**src/rtl/seq_detect_pkg.sv**
```systemverilog
// rtl/seq_detect_pkg.sv - shared state type, default sizes and length clamp for seq_detect_ctrl
package seq_detect_pkg;

    typedef enum logic {
        IDLE  = 1'b0,
        SHIFT = 1'b1
    } state_t;

    localparam int SEQ_W_DEF  = 15;
    localparam int DATA_W_DEF = 8;

    // Zero means "one bit"; anything beyond the history depth uses the full depth.
    function automatic int clamp_len(input int len, input int max);
        if (len < 1) begin
            return 1;
        end
        if (len > max) begin
            return max;
        end
        return len;
    endfunction

endpackage

```
**src/rtl/seq_shift_cmp.sv**
```systemverilog
// rtl/seq_shift_cmp.sv - history shift register, fill counter and registered masked pattern compare
module seq_shift_cmp #(
    parameter int SEQ_W = 15,
    parameter int LEN_W = 4
) (
    input  logic             clk,
    input  logic             rst_n,
    input  logic             clr,
    input  logic             shift_en,
    input  logic             bit_in,
    input  logic [SEQ_W-1:0] pattern,
    input  logic [LEN_W-1:0] len,
    output logic             detected
);

    logic [SEQ_W-1:0] history;
    logic [SEQ_W-1:0] mask;
    logic [LEN_W-1:0] fill;
    logic             new_bit;
    logic             match;

    always_comb begin
        mask = '0;
        for (int i = 0; i < SEQ_W; i++) begin
            mask[i] = (LEN_W'(i) < len);
        end
        match = (((history ^ pattern) & mask) == '0) && (fill >= len);
    end

    // Only a freshly shifted bit may report, so a static history cannot re-fire in IDLE.
    always_ff @(posedge clk or negedge rst_n) begin
        if (!rst_n) begin
            history  <= '0;
            fill     <= '0;
            new_bit  <= 1'b0;
            detected <= 1'b0;
        end else begin
            detected <= new_bit & match;
            new_bit  <= shift_en & ~clr;
            if (clr) begin
                history <= '0;
                fill    <= '0;
            end else if (shift_en) begin
                history <= {history[SEQ_W-2:0], bit_in};
                if (fill != LEN_W'(SEQ_W)) begin
                    fill <= fill + LEN_W'(1);
                end
            end
        end
    end

endmodule

```
**src/rtl/seq_detect_ctrl.sv**
```systemverilog
// rtl/seq_detect_ctrl.sv - word handshake, MSB-first serialiser and config for the pattern matcher (option: SEQ_MATCH_CNT_EN)
module seq_detect_ctrl
    import seq_detect_pkg::*;
#(
    parameter int DATA_W = DATA_W_DEF,
    parameter int SEQ_W  = SEQ_W_DEF,
    parameter int LEN_W  = $clog2(SEQ_W + 1)
`ifdef SEQ_MATCH_CNT_EN
    ,
    parameter int CNT_W  = 16
`endif
) (
    input  logic              clk,
    input  logic              rst_n,
    input  logic              cfg_we,
    input  logic [SEQ_W-1:0]  cfg_seq,
    input  logic [LEN_W-1:0]  cfg_len,
    input  logic              enable,
    input  logic              in_valid,
    input  logic [DATA_W-1:0] in_data,
    output logic              in_ready,
    output logic              detected,
    output logic              busy
`ifdef SEQ_MATCH_CNT_EN
    ,
    output logic [CNT_W-1:0]  match_cnt
`endif
);

    localparam int BC_W = (DATA_W > 1) ? $clog2(DATA_W) : 1;

    state_t            state_q, state_d;
    logic [DATA_W-1:0] shreg;
    logic [BC_W-1:0]   bit_cnt;
    logic [SEQ_W-1:0]  pattern_q;
    logic [LEN_W-1:0]  len_q;
    logic              last_bit;
    logic              load;
    logic              cfg_accept;
    logic              shift_en;

    assign last_bit = (bit_cnt == BC_W'(DATA_W - 1));
    assign shift_en = (state_q == SHIFT);
    assign busy     = (state_q == SHIFT);

    always_comb begin
        state_d    = state_q;
        in_ready   = 1'b0;
        load       = 1'b0;
        cfg_accept = 1'b0;
        case (state_q)
            IDLE: begin
                in_ready   = enable & rst_n;
                cfg_accept = cfg_we;
                if (in_valid && in_ready) begin
                    load    = 1'b1;
                    state_d = SHIFT;
                end
            end
            SHIFT: begin
                // Reloading on the last bit keeps back-to-back words bubble-free.
                if (last_bit) begin
                    in_ready = enable & rst_n;
                    if (in_valid && in_ready) begin
                        load = 1'b1;
                    end else begin
                        state_d = IDLE;
                    end
                end
            end
            default: state_d = IDLE;
        endcase
    end

    always_ff @(posedge clk or negedge rst_n) begin
        if (!rst_n) begin
            state_q   <= IDLE;
            shreg     <= '0;
            bit_cnt   <= '0;
            pattern_q <= '0;
            len_q     <= LEN_W'(1);
        end else begin
            state_q <= state_d;
            if (load) begin
                shreg   <= in_data;
                bit_cnt <= '0;
            end else if (shift_en) begin
                shreg   <= {shreg[DATA_W-2:0], 1'b0};
                bit_cnt <= bit_cnt + BC_W'(1);
            end
            if (cfg_accept) begin
                pattern_q <= cfg_seq;
                len_q     <= LEN_W'(clamp_len(int'(cfg_len), SEQ_W));
            end
        end
    end

    seq_shift_cmp #(
        .SEQ_W (SEQ_W),
        .LEN_W (LEN_W)
    ) u_cmp (
        .clk      (clk),
        .rst_n    (rst_n),
        .clr      (cfg_accept),
        .shift_en (shift_en),
        .bit_in   (shreg[DATA_W-1]),
        .pattern  (pattern_q),
        .len      (len_q),
        .detected (detected)
    );

`ifdef SEQ_MATCH_CNT_EN
    always_ff @(posedge clk or negedge rst_n) begin
        if (!rst_n) begin
            match_cnt <= '0;
        end else if (cfg_accept) begin
            match_cnt <= '0;
        end else if (detected && (match_cnt != '1)) begin
            match_cnt <= match_cnt + CNT_W'(1);
        end
    end
`endif

endmodule
```
**config.mk**
```make
export PLATFORM = sky130hd
export DESIGN_NAME = seq_detect_ctrl
export DESIGN_NICKNAME = d
export VERILOG_FILES = /design/src/rtl/seq_detect_pkg.sv /design/src/rtl/seq_shift_cmp.sv /design/src/rtl/seq_detect_ctrl.sv
export SDC_FILE = /design/constraint.sdc
export NUM_CORES = 1
export LEC_CHECK = 0
export CAP_MARGIN = 20
export CELL_PAD_IN_SITES_DETAIL_PLACEMENT = 0
export CELL_PAD_IN_SITES_GLOBAL_PLACEMENT = 1
export CORE_UTILIZATION = 25
export DETAILED_ROUTE_END_ITERATION = 7
export PLACE_DENSITY = 0.52
export SLEW_MARGIN = 20
export SYNTH_ARGS = -nofsm -noshare
export SYNTH_HDL_FRONTEND = slang
export SYNTH_SLANG_ARGS = --single-unit
```
**constraint.sdc**
```tcl
create_clock -name clk -period 3.3 [get_ports clk]
set_input_delay 0.825 -clock clk [delete_from_list [all_inputs] [get_ports clk]]
set_output_delay 0.825 -clock clk [all_outputs]
set_load 0.01 [all_outputs]
```
==> flow_metrics.env, run 1 <==
export IMPL_cts_root_buf="clkbuf_8"
export IMPL_dp_cells=385
export IMPL_critPathTopFamily="buffers and inverters"
export IMPL_hpwl_mm=3.847
export IMPL_synthesis_nets=268
export IMPL_wl_per_cell_um=14.04
export IMPL_crit_fanout=3
export IMPL_io_buffers=34
export IMPL_drtIter0Drc=31
export IMPL_cp_common_cell="clkdlybuf4s50_1"
export IMPL_placement_cell_area_mm2=0.002969
export IMPL_grt_max_degree=53
export IMPL_antenna_found_initial=1
export IMPL_synth_area_mm2=0.002481
export IMPL_io_pins=35
export IMPL_h_tree_depth=2
export IMPL_p_leak_nw=1.308
export IMPL_synth_edf_count=0
export IMPL_path_clk_slew_ps=90
export IMPL_core_area_mm2=0.009415
export IMPL_cp_end_kind="primary output"
export IMPL_rsz0062_at_grt="false"
export IMPL_track_usage=0.1179
export IMPL_die_h_um=101.6
export IMPL_num_vias=1787
export IMPL_yosys_warnings=0
export IMPL_numCtsBuffers=5
export IMPL_p_total_mw=2.578
export IMPL_cp_buffers_inverters=2
export IMPL_fin_crit_sh=0.8540
export IMPL_die_area_mm2=0.01033
export IMPL_yosysSeqAreaShare=0.5250
export IMPL_synth_cells=229
export IMPL_wirelength_mm=5.533
export IMPL_ys_flop_type="dfrtp_1"
export IMPL_mostFrequentLayoutCell="dfrtp_1"
export IMPL_slew_headroom=0.5515
export IMPL_final_cell_mix="dfrtp_1 (51), clkdlybuf4s50_1 (33), nor2_1 (21)"
export IMPL_avgViaCountPerCell=4.536
export IMPL_arrival_ps=1990
export IMPL_fin_tns_setup_ps=0
export IMPL_grt_ovfl_total=0
export IMPL_rows=35
export IMPL_worst_pin_slew_ps=672.7
export IMPL_outcome="finished clean"
export IMPL_cts_tree="done"
export IMPL_dieWidth_um=101.6
export IMPL_hold_buffers=0
export IMPL_first_global_vias=1737
export IMPL_area_growth_pct=23.40
export IMPL_syn_area_per_cell_um2=10.83
export IMPL_crit_type="input port to primary output"
export IMPL_crit_chain="clkdlybuf4s50_1 -> o211a_1 -> clkdlybuf4s50_1"
export IMPL_synthTopCellsByArea="dfrtp_1 (51%), mux2_1 (8.2%), a22o_1 (4.6%)"
export IMPL_ys_ff_latch=52
export IMPL_min_period_ps=2818
export IMPL_async_flop_share=1.000
export IMPL_cts_sinks=52
export IMPL_holdWs_ps=514.6
export IMPL_ctsLongestPathBuffers=2
export IMPL_fin_skew_ps=3.376
export IMPL_setup_viol_count_final=0
export IMPL_cp_start_kind="input port"
export IMPL_cp_slowest_cell="clkdlybuf4s50_1"
export IMPL_place_ws_ps=487.8
export IMPL_synth_top_area_cell="dfrtp_1"
export IMPL_worstSkewPairLatency_ps=290
export IMPL_setup_ws_ps=481.9
export IMPL_cp_slowest_stage_delay_ps=520
export IMPL_drive_gt1_frac=0.08712
export IMPL_drcViolationCount=0
export IMPL_stdcell_count=394
export IMPL_vdd_drop_max_v=0.0003752
export IMPL_drv_slew=0
export IMPL_finalInstanceArea_mm2=0.003062
export IMPL_route_antenna_remaining_nets=0
export IMPL_place_gp_congestion=0.7340
export IMPL_hold_viol=0
export IMPL_postCtsSetupBuffers=0
export IMPL_hp_class="flop to flop"
export IMPL_max_freq_mhz=354.8
export IMPL_yosysTopAreaCellShare=0.5144
export IMPL_p_per_area_mw_per_mm2=842.0
export IMPL_cts_resized=0
export IMPL_maxCapViolCount=0
export IMPL_initial_core_util=0.2635
export IMPL_firstDrtPassIters=4
export IMPL_synth_cell_types=34
export IMPL_final_nets=302
export IMPL_cp_required_ps=2470
export IMPL_fin_util=0.3252
export IMPL_grt_pass1_wl_mm=9.259
-- final cells by class --
| type | instances | area [um2] |
|---|---|---|
| multi-input cells | 155 | 1091 |
| flip-flops and latches | 52 | 1303 |
| repair buffers | 40 | 380.4 |
| fillers | 973 | 6354 |
| well taps | 129 | 161.4 |
| clock buffers | 8 | 90.09 |
| diodes | 1 | 2.502 |
| inverters | 9 | 33.78 |
-- cells in the mapped netlist (all sizes together), types with 2 or more instances --
cell type and count:
dfrtp 51, nor2 23, mux2 21, o21ai 17, a22o 14, nand2 13, a21oi 12, inv 9
o22ai 9, xnor2 9, buf 7, ha 7, xor2 7, clkbuf 6, nand3 5, nor3 5
a31oi 2, o32ai 2
-- power by group --
part | leakage [nW] | internal [mW] | total (mW) | switching (mW)
registers | 0.639 | 0.929 | 1.19 | 0.261
clock network | 0.0455 | 0.172 | 0.375 | 0.204
logic | 0.624 | 0.524 | 1.01 | 0.488
total | 1.31 | 1.63 | 2.58 | 0.953
-- worst register-to-register path, cell delays in order (launching register included) --
cell	delay, ps
dfrtp_1	410
ha_1	210
ha_1	240
nand4_1	100
buf_4	190
nand2_1	210
o22ai_1	230
a21oi_1	60
-- per-layer routing --
layer  global-route usage  vias up  wire [um]
met2               0.1845       25       2543
met5                    0        -          0
met3              0.03658        2        248
li1                     -      885          -
met4              0.02676        0         35
met1               0.1591      875       2706
-- flip-flops by register name (all words and copies together) (netlist names) --
register        flops
shreg               8
u_cmp.new_bit       1
pattern_q          15
bit_cnt             3
u_cmp.detected      1
busy                1
u_cmp.history      15
len_q               4
u_cmp.fill          4
-- path summary, 6_finish.rpt --
check | from | to | slack (ps) | depth (start not counted)
worst min register to register | pattern_q[14] | pattern_q[14] | 510 | 1
worst min-delay path | pattern_q[14] | pattern_q[14] | 510 | 1
min in group asynchronous | rst_n | shreg[5] | 710 | 2
worst max-delay path | enable | in_ready | 480 | 3
worst max register to register | bit_cnt[0] | shreg[7] | 1550 | 7
max in group asynchronous | rst_n | len_q[1] | 2150 | 2
-- cells by family after synthesis --
| family | after synthesis | synth area share |
|---|---|---|
| multiplexers | 22 | 0.09934 |
| buffers and inverters | 22 | 0.03631 |
| flip-flops | 52 | 0.5250 |
| AO/OA/AOI/OAI | 59 | 0.1543 |
| XOR/XNOR | 16 | 0.05648 |
| adder cells (fa/ha/maj) | 8 | 0.03984 |
| AND/OR/NAND/NOR | 50 | 0.08876 |
No activity file was read; power rests on OpenSTA's default activity.
==> run 2, diff against run 1 <==
SLEW_MARGIN = unset   (was 20)
==> results of run 2 <==
Same layout as run 1: the final DEF is identical, and so are final timing and power.
==> run 3, diff against run 2 <==
SLEW_MARGIN = 20   (was unset)
==> results of run 3 <==
Same layout as run 1: the final DEF is identical, and so are final timing and power.
==> edit: new RTL, config.mk and constraints of run 1 <==
Change the package constant `SEQ_W_DEF` from 15 to 30.
--- a/src/rtl/seq_detect_pkg.sv
+++ b/src/rtl/seq_detect_pkg.sv
@@ -7,5 +7,5 @@
     } state_t;
 
-    localparam int SEQ_W_DEF  = 15;
+    localparam int SEQ_W_DEF  = 30;
     localparam int DATA_W_DEF = 8;
 
Interface: changed (resized cfg_len and cfg_seq); port bits go from 35 to 51. No check against the original RTL was run, so the function may have changed too.
==> edit against run 1 <==
- power grew 76%
- routed wire length is 82% higher
- worst setup slack got worse by 47 ps
- largest power group unchanged
- sequential cell count increased by 32
- synthesized area increased by 63%
- count of clock-buffer cells in the layout up 5
- final area up 65%
- maximum frequency is 1.6% lower
==> edit: results <==
{
  "place_ws_ps": 499,
  "timing.rr.end": "u_cmp.detected",
  "first_global_vias": 3224,
  "track_usage_pct": 13.2,
  "relSlewSlack_pct": 63.1,
  "fill_cells": 1634,
  "skew_ps": 9.00,
  "wl_met1_um": 4980,
  "grt_max_degree": 50,
  "drt-initial-drc-count": 150,
  "root_buffer": "clkbuf_16",
  "wl_met2_um": 4580,
  "port_buffers": 50,
  "wire_per_inst_um": 14.6,
  "ys_types": 43,
  "globalplace.congestion": 0.777,
  "syn_nets": 482,
  "reg.largest.list": "pattern_q: 30 flops, u_cmp.history: 30 flops, shreg: 8 flops",
  "hold_class": "in -> async",
  "dr_total_vias": 3113,
  "reg2reg_setup_slack_ps": 1270,
  "cts_max_level": 3,
  "clock_latency_ps": 340,
  "cts.reportedPaths.clkPinSlew_ps": 60,
  "status": "finished clean"
}
-- edit: area by class of cell --
class	instances	area [um2]	area share, %
timing repair buffer	58	571	11.3
multi-input combinational	307	1800	35.5
tap	216	270	5.34
clock buffer	13	250	4.95
sequential	84	2100	41.6
inverter	9	33.8	0.668
clock inverter	2	35.0	0.693
-- edit: per-stage QoR --
| step | instance area (um2) | hold WS, ps | instances | utilization [%] | total power, W |
|---|---|---|---|---|---|
| 5_1_grt | 5060 | 344 | 689 | 32.0 | 0.00494 |
| 2_1_floorplan | 4040 | 465 | 425 | - | 0.00305 |
| 3_5_place_dp | 4770 | 486 | 674 | 30.2 | 0.00360 |
| 4_1_cts | 5060 | 340 | 689 | 32.0 | 0.00463 |
| 6_report | 5060 | 346 | 689 | 32.0 | 0.00454 |
| 3_3_place_gp | 4770 | 492 | 674 | 30.2 | 0.00357 |
-- edit: routing by layer --
metal / track usage (%) / up-vias
li1: - / 1560
met1: 17.9 / 1489
met2: 20.3 / 55
met3: 3.96 / 9
met4: 4.15 / 0
met5: 0 / -
-- edit: critical path, cell delays in order (launching register included) --
cell and delay [ps]:
dfrtp_1 370, ha_1 160, ha_1 420, o211a_1 220, clkdlybuf4s50_1 530
-- edit: cells by family (layout without fill, tap and decap cells) --
kind of cell / after synthesis / after routing / synth area share (%)
compound gates: 103 / 103 / 17.8
fa+ha+maj: 9 / 9 / 2.79
flops: 84 / 84 / 52.1
simple gates: 162 / 162 / 16.6
mux: 1 / 1 / 0.248
xor+xnor: 32 / 32 / 6.94
buf+inv: 34 / 82 / 3.50
-- edit: power breakdown --
group / internal [W] / switching [W] / leakage (nW)
Sequential: 0.00144 / 0.000424 / 1.07
Combinational: 0.000773 / 0.000919 / 1.10
Clock: 0.000602 / 0.000384 / 0.140
Total: 0.00281 / 0.00173 / 2.31
